`src/rtl/mult_booth_seq_pkg.sv`:
```
// Shared definitions for the sequential Booth multiplier: datapath width,
// FSM state encoding and the radix-2 Booth operation decode.
package mult_booth_seq_pkg;

  localparam int DATA_WIDTH  = 32;
  localparam int COUNT_WIDTH = 5;

  localparam logic [1:0] ST_IDLE = 2'b00;
  localparam logic [1:0] ST_BUSY = 2'b01;
  localparam logic [1:0] ST_DONE = 2'b10;

  typedef enum logic [1:0] {
    BOOTH_NOP = 2'b00,
    BOOTH_ADD = 2'b01,
    BOOTH_SUB = 2'b10
  } booth_op_e;

  // Radix-2 Booth recoding of the current multiplier bit and the guard bit.
  function automatic booth_op_e booth_decode(input logic mq0, input logic q1);
    booth_op_e op;
    case ({mq0, q1})
      2'b01:   op = BOOTH_ADD;
      2'b10:   op = BOOTH_SUB;
      default: op = BOOTH_NOP;
    endcase
    return op;
  endfunction

endpackage

```
`src/rtl/mult_booth_seq_csa.sv`:
```
// 32-bit carry-select adder built from four 8-bit blocks. Each block
// precomputes its sum for carry-in 0 and 1; the incoming carry picks one.
module mult_booth_seq_csa (
  input  logic [31:0] i_a,
  input  logic [31:0] i_b,
  input  logic        i_cin,
  output logic [31:0] o_sum,
  output logic        o_cout
);

  logic [31:0] w_sum;
  logic        w_cout;

  // Evaluate both candidate sums per block and select along the carry chain.
  always_comb begin
    logic       c;
    logic [8:0] s0;
    logic [8:0] s1;
    c     = i_cin;
    w_sum = {32{1'b0}};
    for (int g = 0; g < 4; g++) begin
      s0 = {1'b0, i_a[g*8 +: 8]} + {1'b0, i_b[g*8 +: 8]};
      s1 = {1'b0, i_a[g*8 +: 8]} + {1'b0, i_b[g*8 +: 8]} + 9'd1;
      if (c) begin
        w_sum[g*8 +: 8] = s1[7:0];
        c               = s1[8];
      end else begin
        w_sum[g*8 +: 8] = s0[7:0];
        c               = s0[8];
      end
    end
    w_cout = c;
  end

  assign o_sum  = w_sum;
  assign o_cout = w_cout;

endmodule

```
`src/rtl/mult_booth_seq.sv`:
```
// Multi-cycle signed 32x32 radix-2 Booth multiplier. One Booth step per
// cycle through a single shared carry-select adder; returns the low 32 bits
// of the product and a signed-overflow flag with a one-cycle valid pulse.
module mult_booth_seq #(
  parameter int DATA_WIDTH  = mult_booth_seq_pkg::DATA_WIDTH,
  parameter int COUNT_WIDTH = mult_booth_seq_pkg::COUNT_WIDTH
) (
  input  logic                  clock,
  input  logic                  reset,
  input  logic                  in_valid,
  output logic                  in_ready,
  input  logic [DATA_WIDTH-1:0] operand_a,
  input  logic [DATA_WIDTH-1:0] operand_b,
  output logic                  result_valid,
  output logic [DATA_WIDTH-1:0] result,
  output logic                  overflow
);

  import mult_booth_seq_pkg::*;

  logic [1:0]             r_state;
  logic                   r_in_ready;
  logic                   r_result_valid;
  logic [DATA_WIDTH-1:0]  r_result;
  logic                   r_overflow;
  logic [DATA_WIDTH-1:0]  r_mcand;
  logic [DATA_WIDTH:0]    r_acc;
  logic [DATA_WIDTH-1:0]  r_mq;
  logic                   r_q1;
  logic [COUNT_WIDTH-1:0] r_count;

  booth_op_e              w_op;
  logic [DATA_WIDTH-1:0]  w_addend;
  logic                   w_addend_msb;
  logic                   w_cin;
  logic [DATA_WIDTH-1:0]  w_add_sum;
  logic                   w_add_cout;
  logic [DATA_WIDTH:0]    w_sum;
  logic [DATA_WIDTH:0]    w_acc_next;
  logic [DATA_WIDTH-1:0]  w_mq_next;
  logic                   w_q1_next;
  logic                   w_ovf_next;

  // Select the adder operand: zero, the multiplicand, or its inversion for
  // subtraction (the +1 comes in through carry-in). The msb is the 33rd
  // bit of the sign-extended operand.
  always_comb begin
    w_op = booth_decode(r_mq[0], r_q1);
    case (w_op)
      BOOTH_ADD: begin
        w_addend     = r_mcand;
        w_addend_msb = r_mcand[DATA_WIDTH-1];
        w_cin        = 1'b0;
      end
      BOOTH_SUB: begin
        w_addend     = ~r_mcand;
        w_addend_msb = ~r_mcand[DATA_WIDTH-1];
        w_cin        = 1'b1;
      end
      default: begin
        w_addend     = {DATA_WIDTH{1'b0}};
        w_addend_msb = 1'b0;
        w_cin        = 1'b0;
      end
    endcase
  end

  mult_booth_seq_csa u_adder (
    .i_a    (r_acc[DATA_WIDTH-1:0]),
    .i_b    (w_addend),
    .i_cin  (w_cin),
    .o_sum  (w_add_sum),
    .o_cout (w_add_cout)
  );

  // Extend the sum to 33 bits, then arithmetic-shift {sum,mq,q_1} right by one.
  always_comb begin
    w_sum      = {r_acc[DATA_WIDTH] ^ w_addend_msb ^ w_add_cout, w_add_sum};
    w_acc_next = {w_sum[DATA_WIDTH], w_sum[DATA_WIDTH:1]};
    w_mq_next  = {w_sum[0], r_mq[DATA_WIDTH-1:1]};
    w_q1_next  = r_mq[0];
    w_ovf_next = (w_acc_next[DATA_WIDTH-1:0] != {DATA_WIDTH{w_mq_next[DATA_WIDTH-1]}});
  end

  // Control FSM and datapath registers. The final step's shifted values are
  // captured straight into result/overflow so they are valid in DONE.
  always_ff @(posedge clock) begin
    if (reset) begin
      r_state        <= ST_IDLE;
      r_in_ready     <= 1'b1;
      r_result_valid <= 1'b0;
      r_result       <= {DATA_WIDTH{1'b0}};
      r_overflow     <= 1'b0;
      r_mcand        <= {DATA_WIDTH{1'b0}};
      r_acc          <= {(DATA_WIDTH+1){1'b0}};
      r_mq           <= {DATA_WIDTH{1'b0}};
      r_q1           <= 1'b0;
      r_count        <= {COUNT_WIDTH{1'b0}};
    end else begin
      case (r_state)
        ST_IDLE: begin
          r_result_valid <= 1'b0;
          if (in_valid) begin
            r_mcand    <= operand_a;
            r_acc      <= {(DATA_WIDTH+1){1'b0}};
            r_mq       <= operand_b;
            r_q1       <= 1'b0;
            r_count    <= {COUNT_WIDTH{1'b0}};
            r_state    <= ST_BUSY;
            r_in_ready <= 1'b0;
          end else begin
            r_in_ready <= 1'b1;
          end
        end
        ST_BUSY: begin
          r_acc   <= w_acc_next;
          r_mq    <= w_mq_next;
          r_q1    <= w_q1_next;
          r_count <= r_count + {{(COUNT_WIDTH-1){1'b0}}, 1'b1};
          if (r_count == {COUNT_WIDTH{1'b1}}) begin
            r_state        <= ST_DONE;
            r_result       <= w_mq_next;
            r_overflow     <= w_ovf_next;
            r_result_valid <= 1'b1;
          end else begin
            r_result_valid <= 1'b0;
          end
        end
        ST_DONE: begin
          r_result_valid <= 1'b0;
          r_in_ready     <= 1'b1;
          r_state        <= ST_IDLE;
        end
        default: begin
          r_result_valid <= 1'b0;
          r_in_ready     <= 1'b1;
          r_state        <= ST_IDLE;
        end
      endcase
    end
  end

  assign in_ready     = r_in_ready;
  assign result_valid = r_result_valid;
  assign result       = r_result;
  assign overflow     = r_overflow;

endmodule

```
`config.mk`:
```
export PLATFORM = sky130hd
export DESIGN_NAME = mult_booth_seq
export DESIGN_NICKNAME = d
export VERILOG_FILES = /design/src/rtl/mult_booth_seq_pkg.sv /design/src/rtl/mult_booth_seq_csa.sv /design/src/rtl/mult_booth_seq.sv
export SDC_FILE = /design/constraint.sdc
export NUM_CORES = 1
export LEC_CHECK = 0
export ABC_AREA = 1
export CAP_MARGIN = 20
export CORE_UTILIZATION = 50
export CTS_CLUSTER_DIAMETER = 30
export DETAILED_ROUTE_END_ITERATION = 10
export GPL_TIMING_DRIVEN = 0
export PLACE_DENSITY = 0.81
export SYNTH_ARGS = -nofsm -noshare
export SYNTH_HDL_FRONTEND = slang
export SYNTH_SLANG_ARGS = --single-unit
```
`constraint.sdc`:
```
create_clock -name clock -period 5.2 [get_ports clock]
set_clock_uncertainty 0.1 [all_clocks]
set_input_delay 1.04 -clock clock [delete_from_list [all_inputs] [get_ports clock]]
set_output_delay 1.04 -clock clock [all_outputs]
set_load 0.01 [all_outputs]
```
==> impl_metrics.toml, run 1 <==
[run_status]
run_status = "finished, final reports clean"

[layout]
fin_nets = 1477
antenna_cells = 0
final_cell_mix = "nand2_1, inv_1, dfxtp_1, nor2_1, o21ai_0"
area_growth_pct = 22.9
final_common_cell = "nand2_1"
seq_area_sq_um = 2780
multiInputGateArea_sq_um = 4590
fin_area_sq_um = 10100
drive_gt1_share_pct = 4.85
fillCellCount = 1406

[logic_synthesis]
syn_inst = 1249
seq_area_frac_synth_pct = 33.9
synth_cell_types = 37
synthArstFlopShare_pct = 0
ys_seq_elements = 139
syn_avg_cell_area_sq_um = 6.57
synth_flop_cell = "dfxtp_1"
synth_edf_count = 0
syn_nets = 1358
netlist_area_sq_um = 8210
yosysWarnings = 0

[global_routing]
grt.total_usage_pct = 28.5
first_global_vias = 7928
top_usage_layer = "met2"
met3_usage_pct = 4.72
grt.overflow.total = 0
grt_pass1_wl_um = 37500
grtUsageMet2_pct = 48.3
grt_use_met1_pct = 35.5
grt_max_degree = 17
antenna_found_initial = 0

[power]
power_frac_comb_pct = 17.6
leakagePower_nw = 4.51
power.switching_mw = 0.902
p_seq_share_pct = 39.0
p_int_mw = 2.04
switching_share_pct = 30.7
power.density_nw_per_um2 = 291
ir_worst_vdd_v = 0.000265
clkPwrFrac_pct = 43.4
power_mw = 2.94

[timing]
worstMarginPinSlew_ns = 0.632
post-route-period-util_pct = 94.1
hold_viol_final = 0
holdWs_ns = 0.365
finalCriticalPeriod_ns = 4.89
setup_viol_count_final = 0
slew_viol_final = 0
max-slew-margin-rel_pct = 57.9
grt_setup_unrepaired = "false"
tns_ns = 0
fmax_mhz = 204

[setup_path]
cpPeakStageDelay_ns = 0.46
worst-setup-path-type = "reg2reg"
cp_data_arrival_time_ns = 5.11
slowest_stage = "clkbuf_1"
cp_max_fo = 10
required_ns = 5.41
start_kind = "flop"
endpoint_kind = "flop"
cpMostUsedCell = "nand2_1"

[cts]
cts_tree = "yes"
clk_pin_slew_ns = 0.06
insertion_delay_ns = 0.43
ctsRootBufferMaster = "clkbuf_16"
cts_buffers = 17
cts_hold_buf = 0
clock_path_buffers = 2
cts_max_level = 4
cts_sinks = 139

[drt]
wl_um = 23300
drtAntennaViolNets = 0
routed_via_density = 5.34
drt_first_pass_iters = 5
drtIter0Drc = 748
drc = 0
num_vias = 8525
wl_per_cell_um = 14.6

[placed_design]
gp_congestion = 0.894
port_buffers = 100
place_area_sq_um = 9480
dpl.hpwl_um = 16500

[flow_run]
drv_cap = 0

[floorplanning]
fp.dieArea_sq_um = 16900
io_pins = 102
num_rows = 46
core_sq_um = 15900
die_x_um = 130
die_h_um = 130
start_util_pct = 51.5

[hold_path]
hold_class = "reg2reg"
state kept, by name, indices dropped and copies added (netlist names):
register,flops
result,32
r_mcand,32
r_state,2
in_ready,1
r_count,5
r_mq,32
result_valid,1
overflow,1
r_q1,1
r_acc,32
layer usage:
layer | up-vias | part of all wire [%]
met3 | 53 | 7.0
met1 | 3891 | 44
met5 | - | 0
li1 | 4263 | -
met4 | 0 | 2.9
met2 | 318 | 46
per-stage QoR:
step | cells | setup slack (ns) | util [%]
2_1_floorplan | 1249 | 1.31 | -
3_3_place_gp | 1565 | 0.451 | 59.5
3_5_place_dp | 1565 | 0.294 | 59.5
4_1_cts | 1597 | 0.245 | 63.3
5_1_grt | 1597 | 0.0416 | 63.3
6_report | 1597 | 0.306 | 63.3
Yosys cell counts (all sizes together) (2+ instances only):
library cell,number,share of area [%]
nand3b,8,0.73
o21ai,107,6.5
nand2,343,16
ha,38,5.8
o221ai,17,1.8
clkbuf,39,1.8
xor2,15,1.6
dfxtp,139,34
a221oi,15,1.6
a21oi,55,3.4
xnor2,12,1.3
inv,170,7.8
buf,12,0.59
clkinv,2,0.091
fa,4,0.98
nand3,101,6.6
nand4,14,1.1
nor2,136,6.4
a31oi,2,0.15
or2,6,0.46
nor3,8,0.62
logic make-up (layout without fill, tap and decap cells):
| family | Yosys count | in the layout | synth area share [%] |
|---|---|---|---|
| buf+inv | 223 | 355 | 10.2 |
| simple gates | 618 | 618 | 32.4 |
| fa+ha+maj | 42 | 42 | 6.77 |
| compound gates | 200 | 200 | 13.8 |
| xor+xnor | 27 | 27 | 2.88 |
| flops | 139 | 139 | 33.9 |
power groups by stage:
| stage | sequential (mW) | combinational, mW | clock [mW] |
|---|---|---|---|
| finish | 1.15 | 0.519 | 1.28 |
| global route | 1.15 | 0.579 | 1.32 |
| CTS | 1.14 | 0.512 | 1.27 |
| detailed placement | 1.17 | 0.504 | 0 |
| global placement | 1.17 | 0.493 | 0 |
| floorplan | 1.16 | 0.349 | 0 |
final timing paths:
| check | from | to | slack (ns) | cells after the start |
|---|---|---|---|---|
| worst max-delay path | r_q1 | overflow | 0.31 | 29 |
| worst min-delay path | r_q1 | r_q1 | 0.36 | 2 |
| worst max register to register | r_q1 | overflow | 0.31 | 29 |
| worst min register to register | r_q1 | r_q1 | 0.36 | 2 |
critical path: cells and delay by family, from the launching register on:
| kind | cells | cell delay, ns |
|---|---|---|
| adders and majority gates | 3 | 0.85 |
| and+or+nand+nor | 17 | 2.07 |
| AOI/OAI and AO/OA | 2 | 0.22 |
| buffers and inverters | 7 | 1.22 |
| DFF | 1 | 0.33 |
area by class of cell:
cell class,instances,area share (%)
Clock buffer,18,4.25
Inverter,172,6.40
Timing Repair Buffer,100,9.92
Clock inverter,14,1.74
Multi-Input combinational cell,887,45.5
Buffer,51,1.96
Tap cell,216,2.68
Sequential cell,139,27.6
timing repair:
action | in CTS | in global routing
gates resized for setup | 0 | 3
setup buffers | 0 | 0
setup endpoints to repair | 0 | 1
Power figures use the tool's default switching activity.
==> run 2, diff against run 1 <==
--- a/config.mk
+++ b/config.mk
@@ -12,6 +12,7 @@
 export DETAILED_ROUTE_END_ITERATION = 10
 export GPL_TIMING_DRIVEN = 0
 export PLACE_DENSITY = 0.81
+export REMOVE_ABC_BUFFERS = 1
 export SYNTH_ARGS = -nofsm -noshare
 export SYNTH_HDL_FRONTEND = slang
 export SYNTH_SLANG_ARGS = --single-unit
==> impl_metrics.toml, run 2 (synthesis gave the netlist of run 1 again) <==
[cts]
cts_tree = "yes"
clk_pin_slew_ns = 0.07
cts_setup_buffers = 0
clock_path_buffers = 2
ctsRootBufferMaster = "clkbuf_16"
cts_buffers = 17
cts-resized-gates = 0
insertion_delay_ns = 0.44
cts_max_level = 4
cts_sinks = 139
cts_hold_buf = 0

[floorplanning]
die_h_um = 130
die_x_um = 130
num_rows = 46
start_util_pct = 51.5
io_pins = 102
core_sq_um = 15900
fp.dieArea_sq_um = 16900

[setup_path]
cp_data_arrival_time_ns = 4.89
cp_max_fo = 19
cpMostUsedCell = "nand2_1"
critPathBufInv = 5
start_kind = "flop"
rr_startpoint = "r_q1"
crit_family = "simple AND/OR/NAND/NOR gates"
required_ns = 5.42
slowest_stage = "nor2_2"
cpPeakStageDelay_ns = 0.69
endpoint_kind = "flop"
cp-startpoint = "r_q1"
worst-setup-path-type = "reg2reg"

[hold_path]
hold_class = "reg2reg"
min-delay-start = "r_q1"

[layout]
final_cell_mix = "nand2_1, inv_1, dfxtp_1, nor2_1, o21ai_0"
area_growth_pct = 23.6
fin_cells = 1557
fillCellCount = 1376
drive_gt1_share_pct = 5.97
antenna_cells = 0
final_common_cell = "nand2_1"
fin_nets = 1437

[power]
power_mw = 2.90
power.density_nw_per_um2 = 286
leakagePower_nw = 4.56
ir_worst_vdd_v = 0.000259

[global_routing]
antenna_found_initial = 0
grt_max_degree = 59
grt.overflow.total = 0
grt_pass1_wl_um = 34500
first_global_vias = 7425
grt.total_usage_pct = 25.9

[timing]
setup_viol_count_final = 0
worstMarginPinSlew_ns = 0.925
finalCriticalPeriod_ns = 4.67
slew_viol_final = 0
hold_viol_final = 0
fmax_mhz = 214
grt_setup_unrepaired = "false"
max-slew-margin-rel_pct = 38.3
post-route-period-util_pct = 89.7

[drt]
routed_via_density = 5.27
num_vias = 8210
drt_first_pass_iters = 7
wl_um = 21100
drtAntennaViolNets = 0
drc = 0
wl_per_cell_um = 13.6
drtIter0Drc = 570

[placed_design]
dpl.hpwl_um = 14500
gp_congestion = 0.885
port_buffers = 101
placed_cells = 1524

[run_status]
run_status = "finished, final reports clean"

[flow_run]
drv_cap = 0
==> run 2: changes by cell type in the layout (fill, tap and decap cells not counted), moves of 2 or more <==
cell	previous run	this run
buf_1	10	0
buf_12	0	5
buf_16	0	4
bufinv_16	2	0
clkbuf_1	39	0
clkbuf_2	2	0
clkinv_8	0	7
clkinvlp_4	2	0
inv_1	163	161
inv_2	7	9
inv_6	4	1
nor2_1	133	131
==> run 2: final timing paths <==
check        endpoint  slack [ns]  cells past startpoint
min              r_q1        0.37                      2
max reg2reg  overflow        0.53                     27
min reg2reg      r_q1        0.37                      2
max          overflow        0.53                     27
==> run 2: worst reg2reg max path, cell delays in order, from the launching register on <==
cell,delay [ns]
dfxtp_1,0.33
inv_1,0.06
nor2_2,0.69
inv_1,0.27
nand2_1,0.11
o21ai_0,0.14
fa_1,0.52
inv_1,0.08
ha_1,0.13
inv_1,0.07
nor3_4,0.24
nand3_2,0.15
nor2_4,0.16
nand2_2,0.08
nand2_4,0.11
nand2_2,0.17
nand2_4,0.20
nand2_4,0.12
nand2_2,0.12
nand2_4,0.09
nand2_1,0.07
nand2_1,0.08
inv_2,0.08
nand2_1,0.05
nor2_1,0.10
nand2_1,0.06
nand2_1,0.08
a21oi_1,0.07
==> run 2: layout make-up <==
class	instances	area (sq um)	area share [%]
sequential	139	2780	27.4
timing repair buffer	111	1230	12.1
inverter	172	646	6.36
clock inverter	15	196	1.94
tap	216	270	2.66
clock buffer	17	425	4.19
multi-input combinational	887	4600	45.3
==> run 2: per-layer routing <==
layer  routed length, um  GRT usage (%)
met4                 549           9.71
met5                   0              0
met2                9730           43.5
met3                1570           7.83
met1                9250           31.1
==> run 2: where the power goes <==
part	leakage (nW)	switching (mW)	internal, mW
sequential	1.13	0.0293	1.12
combinational	3.12	0.311	0.205
clock	0.301	0.585	0.656
total	4.56	0.926	1.98
==> run 2: stage by stage <==
| step | utilization [%] | hold WS, ns | TNS [ns] | setup slack, ns | area (sq um) |
|---|---|---|---|---|---|
| finish | 63.6 | 0.368 | 0 | 0.535 | 10100 |
| CTS | 63.5 | 0.365 | 0 | 0.482 | 10100 |
| floorplan | - | 0.335 | -7.85 | -0.440 | 8010 |
| detailed placement | 59.6 | 0.356 | 0 | 0.559 | 9500 |
| global route | 63.6 | 0.381 | 0 | 0.0285 | 10100 |
| global placement | 58.3 | 0.349 | -285.50 | -4.98 | 9300 |
==> run 3, diff against run 2 <==
==> constraint.sdc (replaced) <==
create_clock -name clock -period 5.1 [get_ports clock]
set_clock_uncertainty 0.1 [all_clocks]
set_input_delay 1.02 -clock clock [delete_from_list [all_inputs] [get_ports clock]]
set_output_delay 1.02 -clock clock [all_outputs]
set_load 0.01 [all_outputs]
==> impl_metrics.toml, run 3 (synthesis gave the netlist of run 1 again) <==
[setup_path]
r2r_end = "overflow"
reg2reg_slack_ns = 0.65
rr_startpoint = "r_mq[0]"
critPathBufInv = 5
required_ns = 5.32
cp_max_fo = 25
reg2regPathDepth = 27
cpPeakStageDelay_ns = 0.47
worst-setup-path-type = "reg2reg"
endpoint_kind = "flop"
crit_family = "simple AND/OR/NAND/NOR gates"
cpMostUsedCell = "nand2_1"
cp_data_arrival_time_ns = 4.68
slowest_stage = "fa_1"
start_kind = "flop"

[timing]
worstMarginPinSlew_ns = 0.894
hold_viol_final = 0
finalCriticalPeriod_ns = 4.45
tns_ns = 0
post-route-period-util_pct = 87.3
setup_viol_count_final = 0
holdWs_ns = 0.366
grt_setup_unrepaired = "false"
slew_viol_final = 0
fmax_mhz = 225
max-slew-margin-rel_pct = 40.3

[global_routing]
antenna_found_initial = 0
grt.total_usage_pct = 25.9
grt_pass1_wl_um = 34500
first_global_vias = 7425
grt.overflow.total = 0
grt_max_degree = 59

[layout]
final_common_cell = "nand2_1"
final_cell_mix = "nand2_1, inv_1, dfxtp_1, nor2_1, o21ai_0"
fin_cells = 1557
fin_nets = 1437
area_growth_pct = 23.6
antenna_cells = 0
drive_gt1_share_pct = 5.97
fin_area_sq_um = 10100
fillCellCount = 1375

[drt]
routed_via_density = 5.25
drtAntennaViolNets = 0
drc = 0
wl_um = 21100
drtIter0Drc = 562
drt_first_pass_iters = 7
num_vias = 8182
wl_per_cell_um = 13.6

[power]
power.density_nw_per_um2 = 292
ir_worst_vdd_v = 0.000264
leakagePower_nw = 4.56
power_mw = 2.96

[run_status]
run_status = "finished, final reports clean"

[cts]
cts_tree = "yes"
cts_sinks = 139
clock_path_buffers = 2
insertion_delay_ns = 0.44
cts_max_level = 4
cts_buffers = 17
ctsRootBufferMaster = "clkbuf_16"
clk_pin_slew_ns = 0.07

[floorplanning]
die_x_um = 130
core_sq_um = 15900
fp.dieArea_sq_um = 16900
start_util_pct = 51.5
io_pins = 102
num_rows = 46
die_h_um = 130

[placed_design]
dpl.hpwl_um = 14500
port_buffers = 101
place_area_sq_um = 9500
placed_cells = 1524
gp_congestion = 0.885

[flow_run]
drv_cap = 0

[hold_path]
hold_end = "r_q1"
hold_class = "reg2reg"
min-delay-start = "r_q1"
holdPathStages = 2
run 3: cell types whose count changed in the layout (fill, tap and decap cells not counted):
cell    change
nor2_2      -1
nor2_4      +1
run 3: per-stage QoR:
| step | worst slack, ns | utilization [%] |
|---|---|---|
| after CTS | 0.382 | 63.5 |
| after floorplan | -0.520 | - |
| after global placement | -5.08 | 58.3 |
| after global routing | 0.278 | 63.7 |
| after detailed placement | 0.459 | 59.6 |
| final | 0.648 | 63.7 |
run 3: report_power, final:
group	leakage, nW	internal [mW]	switching, mW	total, mW
registers	1.13	1.14	0.0300	1.17
clock network	0.301	0.669	0.597	1.27
logic	3.12	0.209	0.317	0.527
run 3: how the worst max path moves through the flow:
stage	start	to	slack (ns)	cells after the start
6_report	r_mq[0]	overflow	0.65	27
5_1_grt	r_q1	overflow	0.28	27
4_1_cts	r_q1	overflow	0.38	27
3_5_place_dp	r_q1	overflow	0.46	27
3_3_place_gp	r_state[1]	r_mq[26]	-5.08	9
2_1_floorplan	in_valid	r_mq[10]	-0.52	7
run 3: layer usage:
metal,global-route usage [%],part of all wire [%]
met1,31.1,44
met4,9.71,2.4
met2,43.5,46
met3,7.83,7.0
met5,0,0
run 3: tightest hold or removal path, stage by stage (launching register included):
cell	delay [ns]
dfxtp_1	0.31
nand2_1	0.06
a21oi_1	0.05
run 3: cell type report:
| type | instances | area, sq um | share of cell area [%] |
|---|---|---|---|
| clock buffer | 17 | 425 | 4.19 |
| clock inverter | 15 | 196 | 1.94 |
| inverter | 172 | 646 | 6.36 |
| multi-input combinational | 887 | 4600 | 45.3 |
| sequential | 139 | 2780 | 27.4 |
| tap | 216 | 270 | 2.66 |
| timing repair buffer | 111 | 1230 | 12.1 |
run 3: timing repair:
action	in CTS	in global routing
resized for setup	0	1
hold endpoints to repair	0	0
hold buffers	0	0
setup buffers	0	0
setup endpoints to repair	0	1
